$ cat src/rtl/alu_req_sequencer_if.sv
// Requester, ALU and response bundle for alu_req_sequencer.
// master = environment side, slave = sequencer side.
interface alu_req_sequencer_if #(
  parameter int WIDTH = 32
);
  logic             REQ0_VALID;
  logic             REQ0_READY;
  logic [2:0]       REQ0_OP;
  logic [WIDTH-1:0] REQ0_A;
  logic [WIDTH-1:0] REQ0_B;
  logic             REQ1_VALID;
  logic             REQ1_READY;
  logic [2:0]       REQ1_OP;
  logic [WIDTH-1:0] REQ1_A;
  logic [WIDTH-1:0] REQ1_B;
  logic [2:0]       ALU_OP;
  logic [WIDTH-1:0] ALU_A;
  logic [WIDTH-1:0] ALU_B;
  logic [WIDTH-1:0] ALU_RESULT;
  logic             RSP_VALID;
  logic             RSP_READY;
  logic             RSP_ID;
  logic [WIDTH-1:0] RSP_DATA;
  logic             BUSY;

  modport master (
    output REQ0_VALID, REQ0_OP, REQ0_A, REQ0_B,
    output REQ1_VALID, REQ1_OP, REQ1_A, REQ1_B,
    output ALU_RESULT, RSP_READY,
    input  REQ0_READY, REQ1_READY,
    input  ALU_OP, ALU_A, ALU_B,
    input  RSP_VALID, RSP_ID, RSP_DATA, BUSY
  );

  modport slave (
    input  REQ0_VALID, REQ0_OP, REQ0_A, REQ0_B,
    input  REQ1_VALID, REQ1_OP, REQ1_A, REQ1_B,
    input  ALU_RESULT, RSP_READY,
    output REQ0_READY, REQ1_READY,
    output ALU_OP, ALU_A, ALU_B,
    output RSP_VALID, RSP_ID, RSP_DATA, BUSY
  );
endinterface

$ cat src/rtl/alu_req_sequencer.sv
// Round-robin sharing of one ALU between two requesters;
// multi-bit shifts are walked one ALU pass per position.
module alu_req_sequencer #(
  parameter int WIDTH = 32,
  parameter int SHW   = 5
) (
  input logic CLK,
  input logic RESET,
  alu_req_sequencer_if.slave bus
);

  localparam logic [2:0] OP_SRA  = 3'b010;
  localparam logic [2:0] OP_SRL  = 3'b011;
  localparam logic [2:0] OP_SLL  = 3'b100;
  localparam logic [2:0] OP_PASS = 3'b111;

  typedef enum logic [1:0] {
    IDLE,
    EXEC,
    SHIFT,
    RESP
  } state_e;

  state_e           state_q;
  logic [2:0]       op_q;
  logic [WIDTH-1:0] acc_q;
  logic [WIDTH-1:0] b_q;
  logic [SHW-1:0]   cnt_q;
  logic             last_q;
  logic             rsp_valid_q;
  logic             rsp_id_q;
  logic [WIDTH-1:0] rsp_data_q;

  logic             idle;
  logic             gnt0;
  logic             gnt1;
  logic [2:0]       sel_op;
  logic [WIDTH-1:0] sel_a;
  logic [WIDTH-1:0] sel_b;
  logic [SHW-1:0]   shamt;
  logic             is_shift;
  logic             pass_now;
  logic             shift_now;
  logic             alu_on;

  assign idle = (state_q == IDLE) && !RESET;

  // On a tie the requester that did not win last time goes first.
  assign gnt0 = idle && bus.REQ0_VALID &&
                (!bus.REQ1_VALID || last_q);
  assign gnt1 = idle && bus.REQ1_VALID &&
                (!bus.REQ0_VALID || !last_q);

  assign sel_op = gnt1 ? bus.REQ1_OP : bus.REQ0_OP;
  assign sel_a  = gnt1 ? bus.REQ1_A  : bus.REQ0_A;
  assign sel_b  = gnt1 ? bus.REQ1_B  : bus.REQ0_B;
  assign shamt  = sel_b[SHW-1:0];

  assign is_shift  = (sel_op == OP_SRA) ||
                     (sel_op == OP_SRL) ||
                     (sel_op == OP_SLL);
  assign pass_now  = (sel_op == OP_PASS) ||
                     (is_shift && shamt == '0);
  assign shift_now = is_shift && shamt != '0;

  always_ff @(posedge CLK) begin
    if (RESET) begin
      state_q     <= IDLE;
      op_q        <= '0;
      acc_q       <= '0;
      b_q         <= '0;
      cnt_q       <= '0;
      last_q      <= 1'b1;
      rsp_valid_q <= 1'b0;
      rsp_id_q    <= 1'b0;
      rsp_data_q  <= '0;
    end else begin
      unique case (state_q)
        IDLE: begin
          if (gnt0 || gnt1) begin
            op_q     <= sel_op;
            acc_q    <= sel_a;
            b_q      <= sel_b;
            cnt_q    <= shamt;
            last_q   <= gnt1;
            rsp_id_q <= gnt1;
            unique case (1'b1)
              pass_now: begin
                rsp_data_q  <= sel_a;
                rsp_valid_q <= 1'b1;
                state_q     <= RESP;
              end
              shift_now: state_q <= SHIFT;
              default:   state_q <= EXEC;
            endcase
          end
        end
        EXEC: begin
          rsp_data_q  <= bus.ALU_RESULT;
          rsp_valid_q <= 1'b1;
          state_q     <= RESP;
        end
        SHIFT: begin
          acc_q <= bus.ALU_RESULT;
          cnt_q <= cnt_q - SHW'(1);
          if (cnt_q == SHW'(1)) begin
            rsp_data_q  <= bus.ALU_RESULT;
            rsp_valid_q <= 1'b1;
            state_q     <= RESP;
          end
        end
        RESP: begin
          if (bus.RSP_READY) begin
            rsp_valid_q <= 1'b0;
            state_q     <= IDLE;
          end
        end
        default: state_q <= IDLE;
      endcase
    end
  end

  // ALU inputs are forced to zero whenever no pass is in progress.
  assign alu_on = (state_q == EXEC) || (state_q == SHIFT);

  assign bus.ALU_OP = alu_on ? op_q  : '0;
  assign bus.ALU_A  = alu_on ? acc_q : '0;
  assign bus.ALU_B  = (state_q == EXEC) ? b_q : '0;

  assign bus.REQ0_READY = gnt0;
  assign bus.REQ1_READY = gnt1;
  assign bus.RSP_VALID  = rsp_valid_q;
  assign bus.RSP_ID     = rsp_id_q;
  assign bus.RSP_DATA   = rsp_data_q;
  assign bus.BUSY       = (state_q != IDLE);

endmodule

$ cat src/flat_wrapper.sv
// flat-port wrapper written by rule: the top's interface ports become plain ports
module alu_req_sequencer_flat 
#(
  parameter int WIDTH = 32,
  parameter int SHW   = 5
)
  (CLK, RESET, bus_REQ0_VALID, bus_REQ0_OP, bus_REQ0_A, bus_REQ0_B, bus_REQ1_VALID, bus_REQ1_OP, bus_REQ1_A, bus_REQ1_B, bus_ALU_RESULT, bus_RSP_READY, bus_REQ0_READY, bus_REQ1_READY, bus_ALU_OP, bus_ALU_A, bus_ALU_B, bus_RSP_VALID, bus_RSP_ID, bus_RSP_DATA, bus_BUSY);
  alu_req_sequencer_if #(.WIDTH(WIDTH)) bus_i ();
  input logic CLK;
  input logic RESET;
  input wire logic [$bits(bus_i.REQ0_VALID)-1:0] bus_REQ0_VALID;
  input wire logic [$bits(bus_i.REQ0_OP)-1:0] bus_REQ0_OP;
  input wire logic [$bits(bus_i.REQ0_A)-1:0] bus_REQ0_A;
  input wire logic [$bits(bus_i.REQ0_B)-1:0] bus_REQ0_B;
  input wire logic [$bits(bus_i.REQ1_VALID)-1:0] bus_REQ1_VALID;
  input wire logic [$bits(bus_i.REQ1_OP)-1:0] bus_REQ1_OP;
  input wire logic [$bits(bus_i.REQ1_A)-1:0] bus_REQ1_A;
  input wire logic [$bits(bus_i.REQ1_B)-1:0] bus_REQ1_B;
  input wire logic [$bits(bus_i.ALU_RESULT)-1:0] bus_ALU_RESULT;
  input wire logic [$bits(bus_i.RSP_READY)-1:0] bus_RSP_READY;
  output wire logic [$bits(bus_i.REQ0_READY)-1:0] bus_REQ0_READY;
  output wire logic [$bits(bus_i.REQ1_READY)-1:0] bus_REQ1_READY;
  output wire logic [$bits(bus_i.ALU_OP)-1:0] bus_ALU_OP;
  output wire logic [$bits(bus_i.ALU_A)-1:0] bus_ALU_A;
  output wire logic [$bits(bus_i.ALU_B)-1:0] bus_ALU_B;
  output wire logic [$bits(bus_i.RSP_VALID)-1:0] bus_RSP_VALID;
  output wire logic [$bits(bus_i.RSP_ID)-1:0] bus_RSP_ID;
  output wire logic [$bits(bus_i.RSP_DATA)-1:0] bus_RSP_DATA;
  output wire logic [$bits(bus_i.BUSY)-1:0] bus_BUSY;
  assign bus_i.REQ0_VALID = bus_REQ0_VALID;
  assign bus_i.REQ0_OP = bus_REQ0_OP;
  assign bus_i.REQ0_A = bus_REQ0_A;
  assign bus_i.REQ0_B = bus_REQ0_B;
  assign bus_i.REQ1_VALID = bus_REQ1_VALID;
  assign bus_i.REQ1_OP = bus_REQ1_OP;
  assign bus_i.REQ1_A = bus_REQ1_A;
  assign bus_i.REQ1_B = bus_REQ1_B;
  assign bus_i.ALU_RESULT = bus_ALU_RESULT;
  assign bus_i.RSP_READY = bus_RSP_READY;
  assign bus_REQ0_READY = bus_i.REQ0_READY;
  assign bus_REQ1_READY = bus_i.REQ1_READY;
  assign bus_ALU_OP = bus_i.ALU_OP;
  assign bus_ALU_A = bus_i.ALU_A;
  assign bus_ALU_B = bus_i.ALU_B;
  assign bus_RSP_VALID = bus_i.RSP_VALID;
  assign bus_RSP_ID = bus_i.RSP_ID;
  assign bus_RSP_DATA = bus_i.RSP_DATA;
  assign bus_BUSY = bus_i.BUSY;
  alu_req_sequencer #(.WIDTH(WIDTH), .SHW(SHW)) u_core (.CLK(CLK), .RESET(RESET), .bus(bus_i));
endmodule
$ cat config.mk
export PLATFORM = sky130hd
export DESIGN_NAME = alu_req_sequencer_flat
export DESIGN_NICKNAME = d
export VERILOG_FILES = /design/src/rtl/alu_req_sequencer_if.sv /design/src/rtl/alu_req_sequencer.sv /design/src/flat_wrapper.sv
export SDC_FILE = /design/constraint.sdc
export NUM_CORES = 1
export LEC_CHECK = 0
export ABC_AREA = 1
export ABC_CLOCK_PERIOD_IN_PS = 3700
export BUFFER_PORTS_ARGS = -buffer_cell sky130_fd_sc_hd__buf_2
export CORE_AREA = 2 2 129 131
export CTS_CLUSTER_SIZE = 20
export DETAILED_ROUTE_END_ITERATION = 12
export DIE_AREA = 0 0 131 133
export PLACE_DENSITY = 0.68
export SLEW_MARGIN = 20
export SYNTH_ARGS = -nofsm -noshare
export SYNTH_HDL_FRONTEND = slang
export SYNTH_SLANG_ARGS = --single-unit
$ cat constraint.sdc
create_clock -name CLK -period 3.7 [get_ports CLK]
set_input_delay 0.37 -clock CLK [delete_from_list [all_inputs] [get_ports CLK]]
set_output_delay 0.37 -clock CLK [all_outputs]
set_load 0.02 [all_outputs]
==> flow_summary.yaml <==
sta:
  slew_viol_final: 0
  min_period_over_period_pct: 77.1
  max_slew_margin_pct: 29.8
  max_freq_mhz: 351
  skew_ns: 0.0122
  timing.setup.tns_ns: 0
  setup_viol: 0
  rsz0062_at_grt: "false"
  worst_pin_slew_ns: 1.05
  hold_viol_final: 0
  layout_min_cycle_time_ns: 2.85
floorplanning:
  io_pins: 275
  initial_core_util_pct: 38.9
  design.core.area_um2: 16200
  fp.dieH_um: 133
  floorplan.die_area_um2: 17400
  die_width_um: 131
  rows: 47
clock_network:
  post_cts_resized: 0
  clkTransAtPathRegs_ns: 0.08
  cts_buffer_depth: 2
  clock-sinks: 109
  cts_tree: "done"
  clock_latency_ns: 0.35
  cts.htree.levels: 3
  cts_buffers: 9
  post_cts_buffers: 0
  ctsHoldBuffers: 0
  clock-root-buffer: "clkbuf_16"
critical_path:
  cp.arrival_ns: 3.09
  critical_path_class: "flop to flop"
  r2r_start: "u_core.state_q[0]$_SDFFE_PP0P_"
  setup.worst_path.end: "u_core.bus.RSP_DATA[0]$_SDFFE_PP0P_"
  r2r_cells: 12
  cp-start-kind: "flop"
  cp-startpoint: "u_core.state_q[0]$_SDFFE_PP0P_"
  r2r_end: "u_core.bus.RSP_DATA[0]$_SDFFE_PP0P_"
  worst-path-max-fanout: 64
  end_kind: "flop"
  rrSetupSlack_ns: 0.85
  required_ns: 3.94
pwr:
  cellPowerDensity_nw_per_um2: 594
  fin_total_pwr_mw: 4.79
  ir_drop_v: 0.000269
  p_leak_nw: 4.92
synthesis:
  yosys_warnings: 0
  synth_simple_gate_area_share_pct: 27.5
  ys_seq_area_share_pct: 34.7
  synth_top_family_by_area: "simple AND/OR/NAND/NOR gates"
  synth_compound_area_share_pct: 16.8
  synth-adder-area-share_pct: 1.39
  synth_nets: 1154
  yosys.area_share.xor_xnor_pct: 0.278
  ys.flop_type: "dfxtp_1"
  synth_edf_count: 0
  ys_async_sr_fraction_pct: 0
  muxShareOfSynthArea_pct: 5.09
  ys_types: 31
  netlist_instances: 976
  ys_seq_elements: 109
  syn-mean-instance-area_um2: 6.44
  syn-cell-area_um2: 6290
routing:
  postRouteAntennaNets: 0
  vias: 6648
  avgRoutedWirePerCell_um: 12.2
  first_pass_iters: 5
  routed_wl_mm: 17.5
  drt_iter0_drc: 271
  vias_per_cell: 4.64
  drc: 0
run:
  drv_cap: 0
cells_and_area:
  nNetsFinal: 1385
  final_util_pct: 49.8
  final_cell_mix: "buf_2, nand2_1, inv_1, nor2_1, dfxtp_1"
  layout_commonest_cell: "buf_2"
  design_area_um2: 8060
  drive_above_1_share_pct: 28.6
  area.growth.synth_to_final_pct: 28.1
grt:
  grt_pass1_wl_mm: 28.5
  antenna_found_initial: 1
  gr-total-overflow: 0
  grt_pass1_vias: 5969
  grt_max_degree: 105
  grt_util_all_layers_pct: 20.2
placement:
  globalplace.congestion: 0.778
  post-dp-hpwl_mm: 12.4
  placed_cell_area_um2: 7740
  port-buffer-count: 274
worst_hold_path:
  hp-class: "input pin to flop"
run_status:
  status: "completed"
-- critical path, stage by stage, from the launching register on --
cell and delay [ns]:
dfxtp_1 0.34, inv_1 0.15, ha_4 0.22, nand4_4 0.29, inv_1 0.13, buf_4 0.31, nor2_1 0.17, inv_2 0.08
o22ai_1 0.07, inv_2 0.10, nand3_4 0.50, nor2_1 0.28, nor2_1 0.07
-- flip-flops by register name, indices dropped and copies added (netlist names) --
name	count
u_core.bus.RSP_ID	1
u_core.acc_q	32
u_core.op_q	3
u_core.last_q	1
u_core.state_q	2
u_core.bus.RSP_VALID	1
u_core.bus.RSP_DATA	32
u_core.cnt_q	5
u_core.b_q	32
-- per-layer routing --
metal	GRT usage (%)	routed length, um	part of all wire [%]
met5	0	0	0
met4	6.44	331	1.9
met1	25.7	7830	45
met3	4.77	1050	6.0
met2	33.6	8300	47
-- stage by stage --
step,setup WS (ns),hold slack (ns),std cells
2_1_floorplan,1.40,0.439,976
3_3_place_gp,0.826,0.471,1416
3_5_place_dp,0.776,0.474,1416
4_1_cts,0.804,0.267,1432
5_1_grt,0.358,0.277,1433
6_report,0.847,0.286,1433
-- worst min path at each step --
stage | startpoint | end | slack [ns] | cells past startpoint
after floorplan | RESET | u_core.bus.RSP_VALID$_SDFFE_PP0P_ | 0.44 | 1
after global placement | u_core.bus.RSP_VALID$_SDFFE_PP0P_ | u_core.bus.RSP_VALID$_SDFFE_PP0P_ | 0.47 | 2
after detailed placement | u_core.bus.RSP_VALID$_SDFFE_PP0P_ | u_core.bus.RSP_VALID$_SDFFE_PP0P_ | 0.47 | 2
after CTS | bus_ALU_RESULT[18] | u_core.acc_q[18]$_SDFFE_PP0P_ | 0.27 | 3
after global routing | bus_ALU_RESULT[0] | u_core.acc_q[0]$_SDFFE_PP0P_ | 0.28 | 3
final | bus_ALU_RESULT[18] | u_core.acc_q[18]$_SDFFE_PP0P_ | 0.29 | 3
-- synth_stat cells, types with 2 or more instances --
cell type	number	share of area, %
xor2_1	2	0.28
nor3_1	2	0.16
ha_1	7	1.4
o211ai_1	37	4.4
dfxtp_1	109	35
or2_2	34	3.4
nand3_1	5	0.40
inv_1	157	9.4
buf_6	3	0.54
buf_2	10	0.80
buf_1	3	0.18
nand4_1	7	0.70
o21ai_0	100	8.0
nor2_1	127	7.6
inv_2	4	0.24
a31oi_1	33	3.3
clkbuf_1	46	2.7
a21oi_1	8	0.64
nand2_1	239	14
mux2i_1	32	5.1
-- cells by family (layout without fill, tap and decap cells) --
family                   count (synthesis)  count (layout)
adder cells (fa/ha/maj)                  7               7
other                                    0               1
flip-flops                             109             109
AO/OA/AOI/OAI                          182             182
XOR/XNOR                                 2               2
multiplexers                            32              32
buffers and inverters                  225             461
AND/OR/NAND/NOR                        419             419
-- power by group --
group	switching (mW)	internal (mW)	leakage (nW)	total, mW
Combinational	1.37	0.724	3.88	2.09
Sequential	0.176	1.52	0.898	1.69
Clock	0.458	0.549	0.145	1.01
Total	2.00	2.79	4.92	4.79
-- layout make-up --
class | instances | area [um2]
flip-flops and latches | 109 | 2180
clock buffers | 10 | 239
clock inverters | 6 | 71.3
repair buffers | 283 | 1440
fillers | 1635 | 8110
diodes | 1 | 2.50
inverters | 162 | 609
well taps | 220 | 275
multi-input cells | 642 | 3240
No activity file was read; power rests on OpenSTA's default activity.
